==> src/rtl/noc_axi4_bridge_pkg.sv <==
// Shared types and helpers for the NoC-AXI4 bridge serializer/deserializer.
// Latency: n/a (package only).
// Backpressure: n/a (package only).
package noc_axi4_bridge_pkg;

    localparam int NOC_DATA_WIDTH   = 64;
    localparam int AXI4_DATA_WIDTH  = 512;
    localparam int FLITS_PER_AXI    = AXI4_DATA_WIDTH / NOC_DATA_WIDTH;
    localparam int PAYLOAD_LEN      = FLITS_PER_AXI;

    // MSG_LENGTH field location inside a NoC header flit
    localparam int MSG_LENGTH_WIDTH = 8;
    localparam int MSG_LENGTH_LO    = 22;

    typedef enum logic [1:0] {
        IDLE      = 2'd0,
        SEND_HDR  = 2'd1,
        SEND_DATA = 2'd2
    } ser_state_e;

    // Byte-reverse one 64-bit flit
    function automatic logic [63:0] bswap64(input logic [63:0] d);
        logic [63:0] r;
        r = '0;
        for (int b = 0; b < 8; b++) begin
            r[b*8 +: 8] = d[(7-b)*8 +: 8];
        end
        return r;
    endfunction

endpackage

==> src/rtl/noc_axi4_bridge_skid.sv <==
// 2-entry valid/ready skid buffer with registered outputs and registered in_rdy.
// Latency: 1 cycle from input handshake to output valid.
// Backpressure: out_rdy_i only feeds registers; a stalled beat parks in the skid slot.
module noc_axi4_bridge_skid #(
    parameter int WIDTH = 64
) (
    input  logic             clk,
    input  logic             rst_n,
    input  logic             in_vld_i,
    output logic             in_rdy_o,
    input  logic [WIDTH-1:0] in_dat_i,
    output logic             out_vld_o,
    input  logic             out_rdy_i,
    output logic [WIDTH-1:0] out_dat_o
);

    logic             out_vld_q, out_vld_d;
    logic [WIDTH-1:0] out_dat_q, out_dat_d;
    logic             skid_vld_q, skid_vld_d;
    logic [WIDTH-1:0] skid_dat_q, skid_dat_d;

    assign in_rdy_o  = ~skid_vld_q;
    assign out_vld_o = out_vld_q;
    assign out_dat_o = out_dat_q;

    // Refill the output stage when it drains; otherwise park new beats in the skid slot
    always_comb begin
        out_vld_d  = out_vld_q;
        out_dat_d  = out_dat_q;
        skid_vld_d = skid_vld_q;
        skid_dat_d = skid_dat_q;
        if (!out_vld_q || out_rdy_i) begin
            if (skid_vld_q) begin
                out_vld_d  = 1'b1;
                out_dat_d  = skid_dat_q;
                skid_vld_d = 1'b0;
            end else begin
                out_vld_d = in_vld_i;
                if (in_vld_i) begin
                    out_dat_d = in_dat_i;
                end
            end
        end else if (in_vld_i && !skid_vld_q) begin
            skid_vld_d = 1'b1;
            skid_dat_d = in_dat_i;
        end
    end

    // Buffer state; reset empties both entries
    always_ff @(posedge clk or negedge rst_n) begin
        if (!rst_n) begin
            out_vld_q  <= 1'b0;
            out_dat_q  <= '0;
            skid_vld_q <= 1'b0;
            skid_dat_q <= '0;
        end else begin
            out_vld_q  <= out_vld_d;
            out_dat_q  <= out_dat_d;
            skid_vld_q <= skid_vld_d;
            skid_dat_q <= skid_dat_d;
        end
    end

endmodule

==> src/rtl/noc_axi4_bridge_resp_ser.sv <==
// Serializes one header + one AXI data word into header flit + MSG_LENGTH payload flits.
// Latency: header valid 1 cycle after capture (2 with NOC_AXI4_BRIDGE_SER_REG_OUT_EN), then 1 flit/cycle.
// Backpressure: flit_out held stable while stalled; in_rdy depends on FSM state only.
module noc_axi4_bridge_resp_ser
    import noc_axi4_bridge_pkg::*;
#(
    parameter int SWAP_ENDIANESS    = 0,
    parameter int AXI2NOC_SER_ORDER = 0
) (
    input  logic                       clk,
    input  logic                       rst_n,
    input  logic [NOC_DATA_WIDTH-1:0]  header_in,
    input  logic [AXI4_DATA_WIDTH-1:0] data_in,
    input  logic                       in_val,
    output logic                       in_rdy,
    output logic [NOC_DATA_WIDTH-1:0]  flit_out,
    output logic                       flit_out_val,
    input  logic                       flit_out_rdy
);

    ser_state_e                  state_q, state_d;
    logic [NOC_DATA_WIDTH-1:0]   hdr_q, hdr_d;
    logic [AXI4_DATA_WIDTH-1:0]  data_q, data_d;
    logic [MSG_LENGTH_WIDTH-1:0] rem_q, rem_d;
    logic [MSG_LENGTH_WIDTH-1:0] idx_q, idx_d;
    logic [MSG_LENGTH_WIDTH-1:0] chunk;
    logic [NOC_DATA_WIDTH-1:0]   payload_raw, payload;
    logic                        ser_vld, ser_rdy;
    logic [NOC_DATA_WIDTH-1:0]   ser_dat;

    // Pick payload chunk for the current flit index; oversized lengths pad with zeros
    always_comb begin
        chunk       = (AXI2NOC_SER_ORDER != 0) ? (MSG_LENGTH_WIDTH'(PAYLOAD_LEN - 1) - idx_q) : idx_q;
        payload_raw = '0;
        for (int i = 0; i < PAYLOAD_LEN; i++) begin
            if (idx_q < MSG_LENGTH_WIDTH'(PAYLOAD_LEN) && chunk == MSG_LENGTH_WIDTH'(i)) begin
                payload_raw = data_q[i*NOC_DATA_WIDTH +: NOC_DATA_WIDTH];
            end
        end
        payload = (SWAP_ENDIANESS != 0) ? bswap64(payload_raw) : payload_raw;
    end

    // Next-state and flit source selection
    always_comb begin
        state_d = state_q;
        hdr_d   = hdr_q;
        data_d  = data_q;
        rem_d   = rem_q;
        idx_d   = idx_q;
        in_rdy  = 1'b0;
        ser_vld = 1'b0;
        ser_dat = '0;
        case (state_q)
            IDLE: begin
                in_rdy = 1'b1;
                if (in_val) begin
                    hdr_d   = header_in;
                    data_d  = data_in;
                    rem_d   = header_in[MSG_LENGTH_LO +: MSG_LENGTH_WIDTH];
                    idx_d   = '0;
                    state_d = SEND_HDR;
                end
            end
            SEND_HDR: begin
                ser_vld = 1'b1;
                ser_dat = hdr_q;
                if (ser_rdy) begin
                    state_d = (rem_q != '0) ? SEND_DATA : IDLE;
                end
            end
            SEND_DATA: begin
                ser_vld = 1'b1;
                ser_dat = payload;
                if (ser_rdy) begin
                    idx_d = idx_q + MSG_LENGTH_WIDTH'(1);
                    rem_d = rem_q - MSG_LENGTH_WIDTH'(1);
                    if (rem_q == MSG_LENGTH_WIDTH'(1)) begin
                        state_d = IDLE;
                    end
                end
            end
            default: state_d = IDLE;
        endcase
    end

    // FSM and capture registers
    always_ff @(posedge clk or negedge rst_n) begin
        if (!rst_n) begin
            state_q <= IDLE;
            hdr_q   <= '0;
            data_q  <= '0;
            rem_q   <= '0;
            idx_q   <= '0;
        end else begin
            state_q <= state_d;
            hdr_q   <= hdr_d;
            data_q  <= data_d;
            rem_q   <= rem_d;
            idx_q   <= idx_d;
        end
    end

`ifdef NOC_AXI4_BRIDGE_SER_REG_OUT_EN
    noc_axi4_bridge_skid #(
        .WIDTH(NOC_DATA_WIDTH)
    ) u_skid (
        .clk      (clk),
        .rst_n    (rst_n),
        .in_vld_i (ser_vld),
        .in_rdy_o (ser_rdy),
        .in_dat_i (ser_dat),
        .out_vld_o(flit_out_val),
        .out_rdy_i(flit_out_rdy),
        .out_dat_o(flit_out)
    );
`else
    assign ser_rdy      = flit_out_rdy;
    assign flit_out_val = ser_vld;
    assign flit_out     = ser_dat;
`endif

endmodule

==> config.mk <==
export PLATFORM = sky130hd
export DESIGN_NAME = noc_axi4_bridge_resp_ser
export DESIGN_NICKNAME = d
export VERILOG_FILES = /design/src/rtl/noc_axi4_bridge_pkg.sv /design/src/rtl/noc_axi4_bridge_skid.sv /design/src/rtl/noc_axi4_bridge_resp_ser.sv
export SDC_FILE = /design/constraint.sdc
export NUM_CORES = 2
export LEC_CHECK = 0
export CORE_AREA = 2 2 250 252
export CTS_CLUSTER_DIAMETER = 50
export DETAILED_ROUTE_END_ITERATION = 10
export DIE_AREA = 0 0 252 254
export GPL_ROUTABILITY_DRIVEN = 1
export GPL_TIMING_DRIVEN = 0
export PLACE_DENSITY = 0.73
export SYNTH_ARGS = -nofsm -noshare
export SYNTH_HDL_FRONTEND = slang
export SYNTH_SLANG_ARGS = --single-unit
==> constraint.sdc <==
create_clock -name clk -period 3.9 [get_ports clk]
set_clock_uncertainty 0.05 [all_clocks]
set_input_delay 0.78 -clock clk [delete_from_list [all_inputs] [get_ports clk]]
set_output_delay 0.78 -clock clk [all_outputs]
set_load 0.01 [all_outputs]
* Word-level counts from Yosys, hierarchy flattened
Index checks and enable logic that the tools add are counted.
Storage, ports and cells: register bits after elaboration 594, word-level logic and storage cells 61
Cells by class: $add $sub $neg 2, $lt $le $gt $ge 1, equal/unequal tests 14, muxes and demuxes 23, reductions and logical operators 16
Operators with widths (number):
- 64-bit two-way mux | 8
- 64-bit case mux with 2 select lines | 1
- 8-bit by 3-bit == test with 1-bit output, second input constant | 4
- 8-bit two-way mux | 4
- 8-bit case mux with 2 select lines | 2
- 8-bit by 1-bit == test with 1-bit output, second input constant | 2
- 8-bit by 2-bit == test with 1-bit output, second input constant | 2
- 2-bit two-way mux | 5
- 8-bit by 1-bit adder with 8-bit output, second input constant | 1
- 1-bit logical AND | 8
- 8-bit zero test | 1
- 8-bit by 4-bit less-than comparator with 1-bit output, second input constant | 1
- 2-bit inequality test, second input constant | 4
- 8-bit nonzero test | 1
- 8-bit by 1-bit subtractor with 8-bit output, second input constant | 1
- 2-bit case mux with 3 select lines | 1
- 4-bit AND reduction | 1
- 3-bit AND reduction | 1
- 2-bit by 1-bit == test with 1-bit output, second input constant | 1
- 2-bit == test, second input constant | 1
- 2-bit zero test | 1
- 1-bit two-way mux | 2
- 2-bit AND reduction | 1
- 2-bit nonzero test | 1
- 2-bit OR reduction | 1

* Depth between registers and ports, before layout
depth in word-level cells 11, mapped depth 10

* Worst setup path after synthesis
No wires, ideal clock.
path type register to output, from reg idx_q[0], in the netlist chunk[0], to out flit_out[11], arrival 1.953 ns, required time 3.070 ns, slack 1.117 ns, cell stages (with the launch flop) 11, path buffers 3, cell sequence dfrtp_1 -> inv_1 -> ha_1 -> buf_2 -> buf_6 -> buf_6 -> inv_1 -> nor2_1 -> o41ai_1 -> a21oi_1 -> a211oi_1
On the way: cells in the longest elaborated chain, start to end 11, elaborated cells on any way between the ends 26, those cells by class order compare (1); eq/ne (7); mux (9); reduce/logical (9)
Ends and longest elaborated chain:
- from (decl) | line noc_axi4_bridge_resp_ser.sv:25 | logic [MSG_LENGTH_WIDTH-1:0] idx_q, idx_d;
- from (signal assigned) | line noc_axi4_bridge_resp_ser.sv:99 | idx_q <= idx_d;
- 8-bit by 4-bit less-than comparator with 1-bit output or 8-bit zero test (tied branches) | line noc_axi4_bridge_resp_ser.sv:36 | if (idx_q < MSG_LENGTH_WIDTH'(PAYLOAD_LEN) && chunk == MSG_LENGTH_WIDTH'(i)) begin
- 1-bit logical AND | line noc_axi4_bridge_resp_ser.sv:36
- 64-bit two-way mux (7 in series) | line noc_axi4_bridge_resp_ser.sv:36
- 64-bit two-way mux * | line noc_axi4_bridge_resp_ser.sv:36
- 64-bit case mux with 2 select lines * | line noc_axi4_bridge_resp_ser.sv:53 | case (state_q)
- to (decl) | line noc_axi4_bridge_resp_ser.sv:16 | output logic [NOC_DATA_WIDTH-1:0] flit_out,
Mark *: on every way between the ends. The rest lies on a longest branch, timed or not.

* Final worst setup path
from reg idx_q[0], in the netlist chunk[0], to out flit_out[63]
The elaborated chain is that of the path after synthesis.

==> impl_metrics.json <==
{
  "path_class": "flop to output pin",
  "p_per_area_nw_per_um2": 868.9,
  "dpl.hpwl_um": 89950,
  "vdd_drop_max_v": 0.0004415,
  "synthMostInstantiatedCell": "dfrtp_1",
  "fill_cells": 4725,
  "crit_path_end_kind": "output pin",
  "synth.cell_area_um2": 27380,
  "grt_pass1_wl_um": 165400,
  "post-route-period-util_pct": 100.1,
  "cts_sinks": 594,
  "setup_viol": 1,
  "async_flop_share_pct": 100.0,
  "synth_edf_count": 0,
  "wire_per_inst_um": 30.91,
  "nets": 3568,
  "hold_buffers": 0,
  "p_comb_share_pct": 45.4,
  "synth_commonest_cells": "dfrtp_1 (594), mux2_2 (578), a21oi_1 (227), nand2_1 (133), buf_2 (89)",
  "ys_warn_count": 0,
  "slew_violations": 0,
  "total_power_mw": 33.82,
  "status": "finished with violations",
  "cts_made_buffers": 77,
  "dieWidth_um": 252,
  "ys.flop_type": "dfrtp_1",
  "path_clk_slew_ns": 0.06,
  "multi_input_area_um2": 12630,
  "netlist_instances": 2237,
  "seq_area_um2": 14870,
  "violations": "setup timing",
  "drc": 0,
  "drt_iter0_markers": 1995,
  "hold_viol": 0,
  "ys_seq_area_share_pct": 54.30,
  "slew-limit-headroom_pct": 27.81,
  "rsz0062_at_grt": "yes",
  "start_util_pct": 44.69,
  "r2r_slack_ns": 1.22,
  "fin_area_um2": 38920,
  "worstMarginPinSlew_ns": 1.083,
  "die-area_um2": 64010,
  "std_cell_rows": 91,
  "grtUsageTotal_pct": 36.41,
  "swShare_pct": 38.74,
  "r2r_start": "state_q[1]",
  "yosysTopAreaCellShare_pct": 54.30,
  "ant_nets": 0,
  "via_per_inst": 5.981,
  "maxCapViolations": 0,
  "setup_ws_ns": -0.004637,
  "syn_nets": 2827,
  "grt_max_degree": 125,
  "io_buffers": 645,
  "gp_congestion": 0.9532,
  "yosys.area.top_type": "dfrtp_1",
  "io_pins": 646,
  "hp-class": "primary input to async pin",
  "p_leak_nw": 16.24,
  "fin_crit_ns": 3.905,
  "internal_power_mw": 20.72,
  "core_area_um2": 61260,
  "cts_tree": "built",
  "power_frac_seq_pct": 33.5,
  "max_clock_freq_ghz": 0.2561,
  "area_delta_synth_final_pct": 42.18,
  "clk_root_buffer_cell": "clkbuf_16",
  "gr-total-overflow": 0,
  "yosysUniqueCellTypes": 46,
  "drt_wl_total_um": 119200,
  "antenna_found_initial": 50,
  "place_area_um2": 34960,
  "pwr-share-clk_pct": 21.1,
  "crit_fanout": 10,
  "worst_r2r_path_depth": 6,
  "r2r-end": "hdr_q[32]",
  "first_pass_iters": 6,
  "clk_latency_ns": 0.63,
  "cts_buffer_depth": 3,
  "required_ns": 3.07,
  "cts_max_level": 3,
  "grt_pass1_vias": 23640,
  "critPathLaunchType": "flop",
  "avgSynthCellArea_um2": 12.24,
  "drive_gt1_share_pct": 35.39,
  "vias": 23060,
  "die_y_um": 254,
  "hold_ws_ns": 0.08858,
  "ys_top_cells_by_area": "dfrtp_1 (54%), mux2_2 (24%), a21oi_1 (4.2%)",
  "switching_power_mw": 13.10,
  "crit_arrival_ns": 3.07,
  "synth_seq_cells": 594
}
[registers in the layout, indices dropped and copies added, names as in the netlist]
name / cells
rem_q: 8
data_q: 512
hdr_q: 64
chunk: 8
state_q: 2
[cells by family after synthesis]
logic type / Yosys count / share of synthesized area [%]
mux: 583 / 23.96
flops: 594 / 54.30
xor+xnor: 6 / 0.1920
compound gates: 486 / 11.41
simple gates: 362 / 6.422
fa+ha+maj: 10 / 0.4571
buf+inv: 196 / 3.259
[placed cells by master, fill, tap and decap left out, drive strengths merged, types with 50 or more instances in the layout]
cell / n
clkdlybuf4s50: 580
nor2: 83
buf: 148
o21ai: 74
mux2: 578
nand2: 133
clkbuf: 186
a21oi: 227
and3: 50
dfrtp: 594
[critical path, cell delays in order (launching register included)]
cell	delay [ns]
dfrtp_2	0.43
ha_2	0.34
buf_4	0.32
clkbuf_4	0.29
a21oi_1	0.14
a21oi_4	0.29
a221oi_2	0.08
nor3_2	0.24
dlygate4sd2_1	0.31
[stage by stage]
step,setup slack [ns],TNS [ns],cells,util [%]
detailed placement,-0.8105,-19.91,3677,57.08
global route,-0.08838,-0.2496,3854,63.54
CTS,-0.1141,-0.2723,3813,63.01
floorplan,1.117,0,2237,-
global placement,-24.45,-,3672,56.84
finish,-0.004637,-0.004637,3855,63.54
[power groups by stage]
stage,registers (mW),logic (mW),clock network (mW)
3_5_place_dp,11.1,13.4,0
6_report,11.3,15.4,7.12
5_1_grt,11.6,16.1,7.44
2_1_floorplan,10.5,8.28,0
3_3_place_gp,11.1,13.1,0
4_1_cts,11.2,14.7,7.16
[metal layers]
layer	wire length (um)	global-route usage, %	vias up
li1	-	-	9703
met1	47560	47.21	11880
met2	56820	58.17	1165
met3	9773	8.850	279
met4	4824	16.01	26
met5	178	0	-
[final cells by class]
cell class,count,share of cell area (%)
repair buffers,667,16.83
plain buffers,174,3.134
flip-flops and latches,594,38.19
clock buffers,103,5.622
multi-input cells,1447,32.45
well taps,790,2.540
inverters,17,0.1768
diodes,36,0.2315
clock inverters,27,0.8262
[what timing repair did]
action	in CTS	in global routing
buffers inserted	10	7
pin swaps	23	31
setup endpoints to repair	64	51
resized for setup	440	122
[how the worst max path moves through the flow]
| stage | from | cells after the start | slack (ns) | end |
|---|---|---|---|---|
| 2_1_floorplan | chunk[0] | 10 | 1.12 | flit_out[11] |
| 3_3_place_gp | rst_n | 1 | -24.45 | data_q[363] |
| 3_5_place_dp | chunk[0] | 9 | -0.81 | flit_out[19] |
| 4_1_cts | chunk[0] | 8 | -0.11 | flit_out[39] |
| 5_1_grt | chunk[0] | 8 | -0.09 | flit_out[19] |
| 6_report | chunk[0] | 8 | -0.005 | flit_out[63] |
Power figures use the tool's default switching activity.
